==> src/rtl/fpadd_ctrl_pkg.sv <==
// Shared types and constants for the shared floating-point adder controller.
package fpadd_ctrl_pkg;

  // Controller FSM states
  typedef enum logic [1:0] {
    StIdle = 2'd0,
    StExec = 2'd1,
    StResp = 2'd2
  } ctrl_state_e;

  localparam int unsigned StatusW = 8;
  localparam int unsigned RndW    = 3;

  // Bit positions inside the adder status byte
  localparam int unsigned StatusZero    = 0;
  localparam int unsigned StatusInf     = 1;
  localparam int unsigned StatusInvalid = 2;
  localparam int unsigned StatusTiny    = 3;
  localparam int unsigned StatusHuge    = 4;
  localparam int unsigned StatusInexact = 5;

  // Width of a down-counter that must hold values 0..lat-1 (never zero-width)
  function automatic int unsigned cnt_width(input int unsigned lat);
    return (lat > 1) ? $clog2(lat) : 1;
  endfunction

endpackage

==> src/rtl/fpadd_share_ctrl_rr_arbiter.sv <==
// Round-robin arbiter: combinational one-hot grant searched from the slot
// after the last accepted requester; the pointer only moves on accept.
module rr_arbiter
  import fpadd_ctrl_pkg::*;
#(
  parameter int unsigned NUM_REQ = 4
) (
  input  logic                       clk,
  input  logic                       rst,
  input  logic [NUM_REQ-1:0]         req,
  input  logic                       accept,
  output logic [NUM_REQ-1:0]         grant,
  output logic [$clog2(NUM_REQ)-1:0] grant_id,
  output logic                       any_req
);

  localparam int unsigned IdW = $clog2(NUM_REQ);

  logic [IdW-1:0] last_q;
  logic [IdW-1:0] id;
  int unsigned    idx;
  logic           found;

  assign any_req = |req;

  // First requesting slot at or after last_q+1, wrapping modulo NUM_REQ
  always_comb begin
    grant    = '0;
    grant_id = '0;
    found    = 1'b0;
    idx      = 0;
    id       = '0;
    for (int unsigned k = 1; k <= NUM_REQ; k++) begin
      idx = 32'(last_q) + k;
      if (idx >= NUM_REQ) idx = idx - NUM_REQ;
      id = IdW'(idx);
      if (!found && req[id]) begin
        found     = 1'b1;
        grant[id] = 1'b1;
        grant_id  = id;
      end
    end
  end

  // Pointer register; reset value makes requester 0 win first
  always_ff @(posedge clk) begin
    if (rst) begin
      last_q <= IdW'(NUM_REQ - 1);
    end else if (accept) begin
      last_q <= grant_id;
    end
  end

endmodule

==> src/rtl/fpadd_share_ctrl.sv <==
// Shares one combinational FP adder between NUM_REQ requesters. Operands are
// registered and held for ADD_LAT cycles (multicycle path) before the result
// and status are captured and offered on a valid/ready response port.
// Optional feature: define FPADD_CTRL_STICKY_EN to add sticky_clr input and
// an accumulated sticky_status output.
module fpadd_share_ctrl
  import fpadd_ctrl_pkg::*;
#(
  parameter int unsigned NUM_REQ   = 4,
  parameter int unsigned SIG_WIDTH = 23,
  parameter int unsigned EXP_WIDTH = 8,
  parameter int unsigned ADD_LAT   = 2
) (
  input  logic                                      clk,
  input  logic                                      rst,
  input  logic [NUM_REQ-1:0]                        req_valid,
  output logic [NUM_REQ-1:0]                        req_ready,
  input  logic [NUM_REQ*(SIG_WIDTH+EXP_WIDTH+1)-1:0] req_a,
  input  logic [NUM_REQ*(SIG_WIDTH+EXP_WIDTH+1)-1:0] req_b,
  input  logic [NUM_REQ*3-1:0]                      req_rnd,
  output logic [SIG_WIDTH+EXP_WIDTH:0]              fpu_a,
  output logic [SIG_WIDTH+EXP_WIDTH:0]              fpu_b,
  output logic [2:0]                                fpu_rnd,
  input  logic [SIG_WIDTH+EXP_WIDTH:0]              fpu_z,
  input  logic [7:0]                                fpu_status,
  output logic                                      resp_valid,
  input  logic                                      resp_ready,
  output logic [SIG_WIDTH+EXP_WIDTH:0]              resp_z,
  output logic [7:0]                                resp_status,
  output logic [$clog2(NUM_REQ)-1:0]                resp_id,
  output logic                                      busy
`ifdef FPADD_CTRL_STICKY_EN
  ,
  input  logic                                      sticky_clr,
  output logic [7:0]                                sticky_status
`endif
);

  localparam int unsigned W    = SIG_WIDTH + EXP_WIDTH + 1;
  localparam int unsigned IdW  = $clog2(NUM_REQ);
  localparam int unsigned CntW = cnt_width(ADD_LAT);

  ctrl_state_e         state_q, state_d;
  logic [CntW-1:0]     cnt_q;
  logic                accept;
  logic                capture;
  logic [NUM_REQ-1:0]  grant;
  logic [IdW-1:0]      grant_id;
  logic                any_req;

  rr_arbiter #(
    .NUM_REQ (NUM_REQ)
  ) u_arb (
    .clk      (clk),
    .rst      (rst),
    .req      (req_valid),
    .accept   (accept),
    .grant    (grant),
    .grant_id (grant_id),
    .any_req  (any_req)
  );

  // Handshakes are suppressed during the reset cycle so nothing is accepted or emitted
  assign req_ready  = (state_q == StIdle && !rst) ? grant : '0;
  assign resp_valid = (state_q == StResp) && !rst;
  assign busy       = (state_q != StIdle);

  // Next-state and strobe decode
  always_comb begin
    state_d = state_q;
    accept  = 1'b0;
    capture = 1'b0;
    unique case (state_q)
      StIdle: begin
        if (any_req) begin
          accept  = 1'b1;
          state_d = StExec;
        end
      end
      StExec: begin
        if (cnt_q == '0) begin
          capture = 1'b1;
          state_d = StResp;
        end
      end
      StResp: begin
        if (resp_ready) state_d = StIdle;
      end
      default: state_d = StIdle;
    endcase
  end

  // State, settle counter, adder operand and response registers
  always_ff @(posedge clk) begin
    if (rst) begin
      state_q     <= StIdle;
      cnt_q       <= '0;
      fpu_a       <= '0;
      fpu_b       <= '0;
      fpu_rnd     <= '0;
      resp_id     <= '0;
      resp_z      <= '0;
      resp_status <= '0;
    end else begin
      state_q <= state_d;
      if (accept) begin
        fpu_a   <= req_a[grant_id*W +: W];
        fpu_b   <= req_b[grant_id*W +: W];
        fpu_rnd <= req_rnd[grant_id*RndW +: RndW];
        resp_id <= grant_id;
        cnt_q   <= CntW'(ADD_LAT - 1);
      end else if (state_q == StExec && cnt_q != '0) begin
        cnt_q <= cnt_q - CntW'(1);
      end
      // Operands have been stable for ADD_LAT cycles here
      if (capture) begin
        resp_z      <= fpu_z;
        resp_status <= fpu_status;
      end
    end
  end

`ifdef FPADD_CTRL_STICKY_EN
  // Accumulated status flags; a clear coinciding with a capture wins
  always_ff @(posedge clk) begin
    if (rst || sticky_clr) begin
      sticky_status <= '0;
    end else if (capture) begin
      sticky_status <= sticky_status | fpu_status;
    end
  end
`endif

endmodule

==> config.mk <==
export PLATFORM = sky130hd
export DESIGN_NAME = fpadd_share_ctrl
export DESIGN_NICKNAME = d
export VERILOG_FILES = /design/src/rtl/fpadd_ctrl_pkg.sv /design/src/rtl/fpadd_share_ctrl_rr_arbiter.sv /design/src/rtl/fpadd_share_ctrl.sv
export SDC_FILE = /design/constraint.sdc
export NUM_CORES = 1
export LEC_CHECK = 0
export ABC_AREA = 1
export CAP_MARGIN = 5
export CORE_AREA = 4 4 164 166
export DETAILED_ROUTE_END_ITERATION = 10
export DIE_AREA = 0 0 168 170
export PLACE_DENSITY = 0.74
export RECOVER_POWER = 50
export SLEW_MARGIN = 0
export SYNTH_ARGS = -nofsm -noshare
export SYNTH_HDL_FRONTEND = slang
export SYNTH_HIERARCHICAL = 1
export SYNTH_SLANG_ARGS = --single-unit
==> constraint.sdc <==
create_clock -name clk -period 2.7 [get_ports clk]
set_input_delay 0.27 -clock clk [delete_from_list [all_inputs] [get_ports clk]]
set_output_delay 0.27 -clock clk [all_outputs]
set_load 0.1 [all_outputs]
; ---- Word-level counts from Yosys, hierarchy flattened
; Index checks and enable logic that the tools add are counted.
[totals]
reg_bits = 114
in_bits = 315
elab_cells = 103
[op_classes]
muxes = 42
n_bitwise = 3
reduce_logical = 19
n_eq_ne = 5
n_addsub = 9
n_shift = 3
mul = 1
order_cmp = 12
[ops]
columns = cell, count
row1 = 128-bit by 8-bit variable part select with 32-bit output, 2
row2 = 2-bit two-way mux, 11
row3 = 4-bit two-way mux, 5
row4 = 1-bit two-way mux, 17
row5 = "2-bit by 3-bit less-than comparator with 1-bit output, second input constant", 4
row6 = 4-bit bitwise OR, 3
row7 = 12-bit by 5-bit variable part select with 3-bit output, 1
row8 = 1-bit logical AND, 10
row9 = "3-bit greater-or-equal comparator, second input constant", 3
row10 = 1-bit binary-select mux with 2-bit select, 4
row11 = 1-bit demux with 2-bit select, 4
row12 = "2-bit by 1-bit greater-or-equal comparator with 1-bit output, second input constant", 4
row13 = "2-bit by 1-bit subtractor with 2-bit output, second input constant", 4
row14 = "2-bit by 2-bit adder with 3-bit output, second input constant", 2
row15 = "2-bit inequality test, second input constant", 3
row16 = 2-bit one-hot mux with 3 select lines, 1
row17 = "2-bit by 3-bit adder with 4-bit output, second input constant", 1
row18 = "4-bit by 3-bit greater-or-equal comparator with 1-bit output, second input constant", 1
row19 = 1-bit zero test, 4
row20 = "2-bit by 2-bit multiplier with 4-bit output, second input constant", 1
row21 = 2-bit nonzero test, 2
row22 = 4-bit OR reduction, 1
row23 = "2-bit by 1-bit adder with 3-bit output, second input constant", 1
row24 = 3-bit AND reduction, 1
row25 = 4 further kinds, 4

; ---- Depth between registers and ports, before layout
[depth]
word_depth = 17
mapped_depth = 20

; ---- Hierarchy
; Netlist, hierarchy kept.
[by_module_without_submodules]
columns = module, n_inst, area_each_um2, seq_area_each_um2, cells_each
row1 = fpadd_share_ctrl, 1, 6478.7, 2242.2, 1120
row2 = rr_arbiter, 1, 588.1, 40.0, 92

; ---- Least setup slack after synthesis
; OpenSTA, ideal clock, no wires.
[synth_timing]
path_kind = register -> output
start = reg u_arb.last_q[1]
end = out req_ready[2]
required_time_ns = 2.430
stages_incl_launch_ff = 13
n_path_buf = 0
arrival_ns = 2.917
slack_ns = -0.487
cell_sequence = dfxtp_1 -> inv_1 -> ha_1 -> inv_1 -> nand3_2 -> nand2_4 -> nor2_8 -> nand2_2 -> inv_2 -> nand2_1 -> nand3_1 -> inv_1 -> nor2_1
[synth_via]
elab_chain_len = 16
[synth_rtl]
columns = element, line_no
row1 = start: declaration, fpadd_share_ctrl_rr_arbiter.sv:19  ; logic [IdW-1:0] last_q;
row2 = start signal: assignment, fpadd_share_ctrl_rr_arbiter.sv:48  ; last_q <= IdW'(NUM_REQ - 1);
row3 = start signal: assignment, fpadd_share_ctrl_rr_arbiter.sv:50  ; last_q <= grant_id;
row4 = "parallel branches: the longest is 14 deep, another holds 2-bit by 1-bit adder with 3-bit output", n/a
row5 = 4-bit two-way mux *, fpadd_share_ctrl_rr_arbiter.sv:37  ; if (!found && req[id]) begin
row6 = via grant[2], fpadd_share_ctrl.sv:47  ; logic [NUM_REQ-1:0] grant;
row7 = 4-bit two-way mux *, fpadd_share_ctrl.sv:64  ; assign req_ready = (state_q == StIdle && !rst) ? grant : '0;
row8 = end: declaration, fpadd_share_ctrl.sv:17  ; output logic [NUM_REQ-1:0] req_ready,
; Mark *: on every way through the listed nets, which the timed path passes. The select of a mux whose other input is x is not followed.

; ---- Final worst setup path
[layout_timing]
start = reg u_arb.last_q[0]
end = out req_ready[0]
; Same word-level chain as after synthesis.

==> key figures <==
Outcome
  – Run status: finished with violations
  – Failing checks: capacitance limit, slew limit

Synthesis
  – Post-synthesis register bit count: 114
  – Simple-gate share of the synthesized area: 44.3%
  – Compound-Gate Fraction of Synth Area: 8.43%
  – Net count after synthesis: 1535
  – Ys Warns: 6
  – Syn Area/Cell: 5.83 µm²
  – Post-synthesis adder-cell area fraction: 1.42%
  – Post-Synth XOR/XNOR Area: 0%
  – Synth unique cells: 30
  – Synth Cell Area: 0.00707 mm²
  – Largest family of logic cells by synthesized area: simple AND/OR/NAND/NOR gates
  – Post-synthesis mux area share: 0%
  – Post-Syn Instances: 1212
  – Seq/Total Area, Yosys: 32.3%

Global route
  – Gr usage total: 20.1%
  – Congestion Overflow GR: 0
  – Antenna violations before repair: 0
  – Global-route wire length before repair: 46200 µm
  – Largest net degree at the start of global routing: 101
  – Vias in the first global route: 8701

Worst setup path
  – CP arrival: 2.24 ns
  – Crit path max fanout: 10
  – Crit Path Class: reg2out
  – Crit path capture type: output port
  – FF-to-FF End: fpu_b[19]
  – Worst reg2reg setup slack: 0.31 ns
  – CP startpoint kind: register
  – Worst EP required: 2.43 ns
  – Reg2Reg Launch Point: u_arb/last_q[0]
  – Worst r2r path cells: 15

CTS
  – Clock root buffer: clkbuf_16
  – Max Buffers Root-to-Sink: 2
  – Number of CTS-inserted buffers: 17
  – CTS sink count: 114
  – TritonCTS clock tree: built
  – # hold bufs at CTS: 0
  – H-tree depth: 4
  – Clock slew at reported path FFs: 0.07 ns
  – Clock latency at the later pin of the worst-skew pair: 0.41 ns

Min path
  – Worst Hold Path Cells: 3
  – Endpoint, Worst Hold: resp_z[19]
  – Hold path startpoint: fpu_z[19]
  – Hold crit path type: in2reg

Drt
  – Via density: 4.58
  – Initial DRC count: 416
  – WL final: 30700 µm
  – DRC: 0
  – Vias: 8928
  – Routed Antenna Nets: 0
  – First drt pass iteration count: 5
  – Per-cell routed wire length: 15.7 µm

Cells and area
  – Multi-input gate area: 0.00386 mm²
  – Share of post-route cells with drive strength above 1: 5.32%
  – Post-route insts no fill: 1951
  – Fill count: 2715
  – Area taken by flip-flops and latches: 0.00228 mm²
  – Area delta synth->final: 64.0%
  – Commonest non-fill, non-tap cell in the layout: nand2_1
  – Ant. Diodes: 0
  – Fin nets: 1926
  – Leading cell types in the layout, fill and taps excluded: nand2_1, clkdlybuf4s50_1, nand3_1

Placed design
  – Placed insts: 1919
  – Final HPWL DP: 22500 µm
  – Number of port buffers: 429
  – GPL Wtd Cong: 0.940

STA
  – RSZ-0062 raised after global routing: false
  – F_max: 398 MHz
  – TNS Setup: 0 ns
  – Transition time of the tightest slew-check pin: 1.69 ns
  – Fin. Hold Viols: 0
  – Fin Clk Skew: 0.0141 ns
  – Final setup violation count: 0
  – Hold slack: 0.439 ns
  – Period utilization: 93.1%
  – Crit path time final: 2.51 ns
  – Max Slew Vio Count: 114
  – Slew margin rel.: -12.6%

Die
  – Core Footprint: 0.0256 mm²
  – Initial Utilization: 27.6%
  – Die ar.: 0.0286 mm²
  – Ports: 430
  – # rows: 59
  – Die height: 170 µm
  – Die Width: 168 µm

Job
  – Max Cap Viol: 2

Power and ir drop
  – Worst-case vdd ir drop: 567 µV
  – Pwr/cell area: 1410 mW/mm²
  – Leak: 5.46 nW
## report_power, final
group	switching, mW	internal (mW)	leakage [nW]
Sequential	0.311	2.23	0.945
Clock	0.922	1.40	0.277
Combinational	8.68	2.82	4.24
## cells by family (layout without fill, tap and decap cells)
family / Yosys count / in the layout
AOI/OAI and AO/OA: 117 / 117
adders and majority gates: 8 / 8
buffers and inverters: 220 / 624
DFF: 114 / 114
and+or+nand+nor: 753 / 753
## synth_stat cells
master | number | area [µm²]
nand2_1 | 483 | 1810
nand3_1 | 157 | 786
inv_1 | 136 | 510
dfxtp_1 | 114 | 2280
nor2_1 | 90 | 338
a21oi_1 | 71 | 355
buf_2 | 41 | 205
o21ai_0 | 37 | 185
clkbuf_1 | 17 | 63.8
buf_4 | 15 | 113
ha_1 | 8 | 100
nand2_2 | 5 | 31.3
nand2_4 | 5 | 56.3
o21ai_1 | 5 | 25.0
nand4_1 | 4 | 25.0
buf_1 | 3 | 11.3
inv_2 | 3 | 11.3
a22oi_1 | 2 | 15.0
buf_6 | 2 | 22.5
nand3_2 | 2 | 20.0
nor2_2 | 2 | 12.5
nor3_1 | 2 | 10.0
a21boi_0 | 1 | 7.51
and2_1 | 1 | 6.26
clkbuf_2 | 1 | 5.00
inv_4 | 1 | 6.26
inv_8 | 1 | 11.3
nor2_4 | 1 | 11.3
nor2_8 | 1 | 20.0
o21a_1 | 1 | 7.51
## sequential cells by signal, indices dropped and copies added (netlist names)
register      count
resp_id           2
cnt_q             1
u_arb/last_q      2
fpu_a            32
state_q           2
fpu_b            32
resp_status       8
resp_z           32
fpu_rnd           3
## worst max-delay path by stage
stage	from	end	slack, ns	depth (start not counted)
floorplan	u_arb/last_q[1]	req_ready[2]	-0.03	12
global placement	req_valid[0]	fpu_b[29]	0.19	16
detailed placement	u_arb/last_q[0]	fpu_b[19]	0.15	15
CTS	u_arb/last_q[0]	req_ready[0]	0.06	13
global route	u_arb/last_q[0]	req_ready[0]	0.02	13
finish	u_arb/last_q[0]	req_ready[0]	0.19	13
## layer usage
layer,wire [µm],track usage [%]
met1,12400,24.1
met2,14300,33.2
met3,2740,6.41
met4,1150,8.54
met5,0,0
## metrics by stage
step           worst slack, ns  power [mW]  utilization [%]  cell area (µm²)
3_3_place_gp             0.190        14.5             44.6            11400
5_1_grt                 0.0197        17.6             45.3            11600
2_1_floorplan          -0.0345        11.6                -             7100
4_1_cts                 0.0621        17.0             46.9            12000
3_5_place_dp             0.147        14.6             44.6            11400
6_report                 0.186        16.4             45.3            11600
## final cells by class
cell class                 count  area share, %
timing repair buffer         451           33.6
multi-input combinational    878           33.3
sequential                   114           19.7
inverter                     141           4.66
clock buffer                  19           3.82
tap                          335           3.62
clock inverter                13           1.31
## critical path, cell delays in order, from the launching register on
cell,delay [ns]
dfxtp_2,0.38
inv_8,0.07
ha_4,0.28
inv_1,0.07
nand3_2,0.10
nand2_4,0.11
nor2_8,0.13
nand2_2,0.08
inv_2,0.07
nand2_1,0.06
nand4_1,0.08
inv_1,0.07
nor2_4,0.13
buf_12,0.19
## timing repair
item	4_1_cts	5_1_grt
gates cloned	0	0
setup buffers	0	0
endpoints found under the setup margin	1	9
resized for setup	1	1
endpoints found under the hold margin	0	0
Power figures use the tool's default switching activity.
